[config.mk]
export PLATFORM = sky130hd
export DESIGN_NAME = id_ex_stage
export DESIGN_NICKNAME = d
export VERILOG_FILES = /design/src/rtl/mips_pkg.sv /design/src/rtl/hazard_detect.sv /design/src/rtl/id_ex_stage.sv
export SDC_FILE = /design/constraint.sdc
export NUM_CORES = 1
export LEC_CHECK = 0
export ABC_CLOCK_PERIOD_IN_PS = 3400
export CAP_MARGIN = 15
export CORE_ASPECT_RATIO = 0.7
export CORE_UTILIZATION = 43
export CTS_CLUSTER_SIZE = 25
export DETAILED_ROUTE_END_ITERATION = 10
export MAX_ROUTING_LAYER = met4
export PLACE_DENSITY_LB_ADDON = 0.08
export SLEW_MARGIN = 20
export SYNTH_ARGS = -nofsm -noshare
export SYNTH_HDL_FRONTEND = slang
export SYNTH_HIERARCHICAL = 1
export SYNTH_SLANG_ARGS = --single-unit
[constraint.sdc]
create_clock -name clk -period 3.4 [get_ports clk]
set_input_delay 0.68 -clock clk [delete_from_list [all_inputs] [get_ports clk]]
set_output_delay 0.68 -clock clk [all_outputs]
set_load 0.05 [all_outputs]
[src/rtl/mips_pkg.sv]
// Shared MIPS pipeline types: decoder control bundle, ID/EX payload, opcodes.
package mips_pkg;

  localparam int unsigned XLEN    = 32;
  localparam int unsigned REG_AW  = 5;
  localparam int unsigned ALUOP_W = 2;
  localparam int unsigned OP_W    = 6;
  localparam int unsigned CNT_W   = 16;

  localparam logic [OP_W-1:0] OP_RTYPE = 6'd0;
  localparam logic [OP_W-1:0] OP_LW    = 6'd35;
  localparam logic [OP_W-1:0] OP_SW    = 6'd43;
  localparam logic [OP_W-1:0] OP_BEQ   = 6'd4;

  typedef struct packed {
    logic               reg_dst;
    logic               alu_src;
    logic               mem_to_reg;
    logic               reg_write;
    logic               mem_read;
    logic               mem_write;
    logic               branch;
    logic [ALUOP_W-1:0] alu_op;
  } ctrl_t;

  localparam ctrl_t CTRL_BUBBLE = '0;

  typedef struct packed {
    logic [REG_AW-1:0] rs;
    logic [REG_AW-1:0] rt;
    logic [REG_AW-1:0] rd;
    logic [XLEN-1:0]   rdata1;
    logic [XLEN-1:0]   rdata2;
    logic [XLEN-1:0]   imm;
    logic [XLEN-1:0]   pc4;
  } ex_data_t;

  typedef enum logic {
    ST_RUN   = 1'b0,
    ST_STALL = 1'b1
  } state_e;

endpackage

[src/rtl/hazard_detect.sv]
// Load-use hazard compare between the load sitting in EX and the ID operands.
module hazard_detect
  import mips_pkg::*;
(
  input  logic              ex_valid,
  input  logic              ex_mem_read,
  input  logic [REG_AW-1:0] ex_rt,
  input  logic              id_valid,
  input  logic [REG_AW-1:0] id_rs,
  input  logic [REG_AW-1:0] id_rt,
  output logic              hazard_c
);

  // A load into $zero never produces a value worth waiting for.
  assign hazard_c = ex_valid & ex_mem_read & id_valid & (ex_rt != '0) &
                    ((ex_rt == id_rs) | (ex_rt == id_rt));

endmodule

[src/rtl/id_ex_stage.sv]
// ID/EX pipeline register with load-use stall and branch flush.
// Optional LOAD_USE_CNT_EN adds a saturating stall_cnt output.
module id_ex_stage
  import mips_pkg::*;
(
  input  logic               clk,
  input  logic               rst_n,
  input  logic               id_RegDst,
  input  logic               id_ALUSrc,
  input  logic               id_MemtoReg,
  input  logic               id_RegWrite,
  input  logic               id_MemRead,
  input  logic               id_MemWrite,
  input  logic               id_Branch,
  input  logic [ALUOP_W-1:0] id_ALUOP,
  input  logic [REG_AW-1:0]  id_rs,
  input  logic [REG_AW-1:0]  id_rt,
  input  logic [REG_AW-1:0]  id_rd,
  input  logic [XLEN-1:0]    id_rdata1,
  input  logic [XLEN-1:0]    id_rdata2,
  input  logic [XLEN-1:0]    id_imm,
  input  logic [XLEN-1:0]    id_pc4,
  input  logic               id_valid,
  input  logic               flush,
  output logic               ex_RegDst,
  output logic               ex_ALUSrc,
  output logic               ex_MemtoReg,
  output logic               ex_RegWrite,
  output logic               ex_MemRead,
  output logic               ex_MemWrite,
  output logic               ex_Branch,
  output logic [ALUOP_W-1:0] ex_ALUOP,
  output logic [REG_AW-1:0]  ex_rs,
  output logic [REG_AW-1:0]  ex_rt,
  output logic [REG_AW-1:0]  ex_rd,
  output logic [XLEN-1:0]    ex_rdata1,
  output logic [XLEN-1:0]    ex_rdata2,
  output logic [XLEN-1:0]    ex_imm,
  output logic [XLEN-1:0]    ex_pc4,
  output logic               ex_valid,
  output logic               stall
`ifdef LOAD_USE_CNT_EN
  ,
  output logic [CNT_W-1:0]   stall_cnt
`endif
);

  state_e   state_q, state_d;
  ctrl_t    id_ctrl, ex_ctrl_q, ctrl_d;
  ex_data_t id_data, ex_data_q;
  logic     hazard_c;
  logic     bubble;
  logic     valid_d;

  assign id_ctrl = '{reg_dst:    id_RegDst,
                     alu_src:    id_ALUSrc,
                     mem_to_reg: id_MemtoReg,
                     reg_write:  id_RegWrite,
                     mem_read:   id_MemRead,
                     mem_write:  id_MemWrite,
                     branch:     id_Branch,
                     alu_op:     id_ALUOP};

  assign id_data = '{rs: id_rs, rt: id_rt, rd: id_rd,
                     rdata1: id_rdata1, rdata2: id_rdata2,
                     imm: id_imm, pc4: id_pc4};

  hazard_detect u_hazard (
    .ex_valid    (ex_valid),
    .ex_mem_read (ex_ctrl_q.mem_read),
    .ex_rt       (ex_data_q.rt),
    .id_valid    (id_valid),
    .id_rs       (id_rs),
    .id_rt       (id_rt),
    .hazard_c    (hazard_c)
  );

  // State register.
  always_ff @(posedge clk) begin
    if (!rst_n) state_q <= ST_RUN;
    else        state_q <= state_d;
  end

  // Next state, stall and bubble select; flush dominates everything.
  always_comb begin
    state_d = state_q;
    stall   = 1'b0;
    bubble  = 1'b0;
    if (flush) begin
      state_d = ST_RUN;
      bubble  = 1'b1;
    end else begin
      case (state_q)
        ST_RUN: begin
          if (hazard_c) begin
            stall   = 1'b1;
            bubble  = 1'b1;
            state_d = ST_STALL;
          end
        end
        ST_STALL: state_d = ST_RUN;
        default:  state_d = ST_RUN;
      endcase
    end
    ctrl_d  = (bubble || !id_valid) ? CTRL_BUBBLE : id_ctrl;
    valid_d = !bubble && id_valid;
  end

  // Pipeline register; operand fields hold across an inserted bubble.
  always_ff @(posedge clk) begin
    if (!rst_n) begin
      ex_ctrl_q <= CTRL_BUBBLE;
      ex_data_q <= '0;
      ex_valid  <= 1'b0;
    end else begin
      ex_ctrl_q <= ctrl_d;
      ex_valid  <= valid_d;
      if (!bubble) ex_data_q <= id_data;
    end
  end

`ifdef LOAD_USE_CNT_EN
  // Saturating count of load-use stall cycles.
  always_ff @(posedge clk) begin
    if (!rst_n)                        stall_cnt <= '0;
    else if (stall && stall_cnt != '1) stall_cnt <= stall_cnt + CNT_W'(1);
  end
`endif

  assign ex_RegDst   = ex_ctrl_q.reg_dst;
  assign ex_ALUSrc   = ex_ctrl_q.alu_src;
  assign ex_MemtoReg = ex_ctrl_q.mem_to_reg;
  assign ex_RegWrite = ex_ctrl_q.reg_write;
  assign ex_MemRead  = ex_ctrl_q.mem_read;
  assign ex_MemWrite = ex_ctrl_q.mem_write;
  assign ex_Branch   = ex_ctrl_q.branch;
  assign ex_ALUOP    = ex_ctrl_q.alu_op;
  assign ex_rs       = ex_data_q.rs;
  assign ex_rt       = ex_data_q.rt;
  assign ex_rd       = ex_data_q.rd;
  assign ex_rdata1   = ex_data_q.rdata1;
  assign ex_rdata2   = ex_data_q.rdata2;
  assign ex_imm      = ex_data_q.imm;
  assign ex_pc4      = ex_data_q.pc4;

endmodule

======== Word level (Yosys, flattened, before mapping) ========
Cells that the tools add are included.
W data, S select, Z words.
cells by class
  equality and inequality tests ........... 2
  mux-type cells .......................... 5
  bitwise gates (word level) .............. 7
  reductions and logical operators ........ 7
operators with widths
  operator             number
  $eq A5 B5 Y1         2
  $reduce_bool A5 Y1   1
  $and A1 B1 Y1        4
  $mux W1              4
  $reduce_or A2 Y1     2
  $logic_not A1 Y1     2
  $not A1 Y1           2
  $pmux W1 S2          1
  $logic_and A1 B1 Y1  1
  $logic_or A1 B1 Y1   1
  $or A1 B1 Y1         1
word-level totals
  register bits after elaboration ......... 154
  bits of input ports ..................... 156
  output and inout port bits .............. 154
  word-level logic and storage cells ...... 38

======== Depth between registers and ports, before layout ========
  word-level depth ........................ 9
  mapped depth ............................ 10

======== By module ========
The synthesis kept the hierarchy.
modules (own cells, without submodules)
  module         instances  cells each  area each (um2)  sequential area each (um2)
  id_ex_stage    1          646         5975.7           3083.0
  hazard_detect  1          17          128.9            0.0

======== Worst setup path before layout ========
Ideal clock, no wire load.
  path type ............................... input-to-output
  start ................................... in id_rs[2]
  end ..................................... out stall
  data arrival time ....................... 2050 ps
  data required time ...................... 2720 ps
  setup slack ............................. 670 ps
  cell stages on the path ................. 6
  cell sequence ........................... xor2_1 > nor3_1 > nand3_1 > a21oi_1 > nand2b_4 > nor2_1
between the ends
  longest elaborated chain between the ends .. 6
ends and longest elaborated chain
  element        RTL line             source
  from (decl)    id_ex_stage.sv:16    input logic [REG_AW-1:0] id_rs,
  $eq A5 B5 Y1   hazard_detect.sv:16  ((ex_rt == id_rs) | (ex_rt == id_rt));
  $or A1 B1 Y1   hazard_detect.sv:16
  $and A1 B1 Y1  hazard_detect.sv:15  assign hazard_c = ex_valid & ex_mem_read & id_valid & (ex_rt != '0) &
  via hazard_c   id_ex_stage.sv:51    logic hazard_c;
  $mux W1        id_ex_stage.sv:95    if (hazard_c) begin
  $mux W1        id_ex_stage.sv:93    case (state_q)
  $mux W1        id_ex_stage.sv:89    if (flush) begin
  to (decl)      id_ex_stage.sv:41    output logic stall
The timed path passes the listed nets, and every way through them passes these cells.

======== Final worst setup path ========
Same ends and word-level chain as after synthesis.

==> impl_metrics.ini <==
[clocking]
postCtsSetupBuffers = 0
cts_made_buffers = 17
clk_latency_ns = 0.42
cts.path.max_buffers = 2
clkSinkCount = 154
path_clk_slew_ns = 0.06
ctsResizeCount = 0
cts-htree-levels = 4
clockRootBuffer = clkbuf_16
cts_tree = built
ctsHoldBuffers = 0

[layout]
seq_area_sq_mm = 0.00308
syn2layout_area_growth_pct = 61.8
finalNetCount = 1105
fin_area_sq_mm = 0.00988
drive_above_1_share_pct = 4.37
num_antenna_cells = 0
multi_input_comb_area_sq_mm = 0.00274
final.fill_count = 1038

[place]
post_dp_cell_area_sq_mm = 0.00927
gp_congestion = 0.796
place_hpwl_um = 12800
portBuffers = 309

[routing]
wire_per_inst_um = 15.1
first_pass_iters = 5
antenna_left = 0
via_per_inst = 4.64
initialDrtViolationCount = 195
drt_wl_total_um = 17400
vias = 5341
drcViolationCount = 0

[floorplanning]
start_util_pct = 44.0
die_w_um = 144
coreArea_sq_mm = 0.0139
row_count = 36
fp.dieH_um = 102
dieArea_sq_mm = 0.0147
io_pins = 310

[synth]
ys_warn_count = 6
synth_edf_count = 0
synth.distinct_cells = 20
syn_area_per_cell_sq_um = 9.21
synthMostInstantiatedCell = nand2_1
synth_top_area_share_pct = 50.5
syn_area_sq_mm = 0.00610
synth_fp_nets = 819
synth_flop_cell = dfxtp_1
netlist_instances = 663
synth_commonest_cells = nand2_1, dfxtp_1, mux2i_1
async_flop_share_pct = 0
ys_seq_elements = 154
synthTopCellsByArea = dfxtp_1, mux2i_1, nand2_1
yosysTopAreaCell = dfxtp_1
yosysSeqAreaShare_pct = 50.5

[sta]
tightest_slew_ns = 0.899
post-route-period-util_pct = 91.8
slew_headroom_pct = 39.9
skew_ns = 0.00345
fin_crit_ns = 3.12
rsz0062_at_grt = no
setup_viol = 0
hold_viol_final = 0
fmax_ghz = 0.320
slew_viol_final = 0
hold_ws_ns = 0.453
tns_ns = 0

[job]
cap_violations = 0

[critical_path]
worstSetupPathType = in -> out
critical_path.startpoint_type = primary input
cp_num_buf_inv = 2
arrival_ns = 2.44
crit_path_max_incr_delay_ns = 0.46
critPathTopFamily = simple AND/OR/NAND/NOR gates
critical_path_required_ns = 2.72
cp-end-kind = output pin
path_cells = clkdlybuf4s50_1, xor2_1, nor3_1, nand3_1, a21oi_1, nand2b_4, nor2_1, buf_12
crit_slowest_cell = clkdlybuf4s50_1
crit_fanout = 3

[power_and_ir_drop]
p_leak_nw = 4.18
ir_drop_mv = 0.366
power_density_mw_per_mm2 = 504

[global_routing]
met2_usage_pct = 42.1
grt_busiest_layer = met2
grt_pass1_vias = 5298
grt_usage_pct = 24.1
grt_pass1_wl_um = 26200
use_met3_pct = 8.18
grt_overflow = 0
antenna_found_initial = 0
gr-usage-met1_pct = 25.2
grt_max_degree = 107

[worst_hold_path]
hold_path_class = reg -> reg

[run_status]
outcome = finished clean
[final timing paths]
check,from,to,slack [ns],depth (start not counted)
max reg2reg,ex_rt[1]$_SDFFE_PN0N_,ex_rdata1[15]$_SDFFE_PN0N_,0.57,7
min reg2reg,ex_imm[7]$_SDFFE_PN0N_,ex_imm[7]$_SDFFE_PN0N_,0.45,2
max,id_rs[2],stall,0.28,8
min,ex_imm[7]$_SDFFE_PN0N_,ex_imm[7]$_SDFFE_PN0N_,0.45,2
[power breakdown]
group,switching (mW),internal (mW),total (mW)
Combinational,0.620,0.441,1.06
Clock,0.763,1.18,1.94
Sequential,0.0616,1.91,1.98
[stage by stage]
step                      setup WS (ns)  std cells  util [%]  power (mW)
after floorplan                   0.670        663         -        2.63
after detailed placement          0.118       1120      66.8        3.08
after CTS                         0.239       1152      71.2        5.02
final                             0.279       1152      71.2        4.98
after global placement            0.223       1120      66.8        3.06
after global routing              0.115       1152      71.2        5.16
[cell type report]
cell class	instances	area share [%]
repair buffers	316	32.5
flip-flops and latches	154	31.2
clock inverters	13	1.71
multi-input cells	460	27.7
well taps	190	2.41
clock buffers	19	4.48
[worst min-delay path, cell delays in order, from the launching register on]
cell and delay, ns:
dfxtp_1 0.31, nand2_1 0.05, mux2i_1 0.05
[cell families (layout without fill, tap and decap cells)]
logic type / after synthesis / in the layout / synth area share (%)
compound gates: 2 / 2 / 0.225
flops: 154 / 154 / 50.5
buf+inv: 49 / 348 / 4.65
simple gates: 305 / 305 / 19.7
mux: 143 / 143 / 23.4
xor+xnor: 10 / 10 / 1.43
[registers in the layout, indices dropped and copies added (netlist names), 2 cells and up]
signal	cells
ex_imm	32
ex_rs	5
ex_ALUOP	2
ex_rdata1	32
ex_rt	5
ex_pc4	32
ex_rdata2	32
ex_rd	5
[cells in the final DEF (no fill, tap or decap), drive strengths merged, types with 3 or more instances in the layout]
| cell | count |
|---|---|
| clkdlybuf4s50 | 307 |
| nand2 | 286 |
| dfxtp | 154 |
| mux2i | 143 |
| clkbuf | 20 |
| and2 | 10 |
| buf | 8 |
| xor2 | 6 |
| clkinvlp | 4 |
| xnor2 | 4 |
| clkinv | 4 |
| bufinv | 3 |
[metal layers]
layer	wire (um)	vias up
li1	-	2703
met1	6950	2428
met3	1410	25
met5	0	-
met4	337	0
met2	8690	185
No activity file was read; power rests on OpenSTA's default activity.
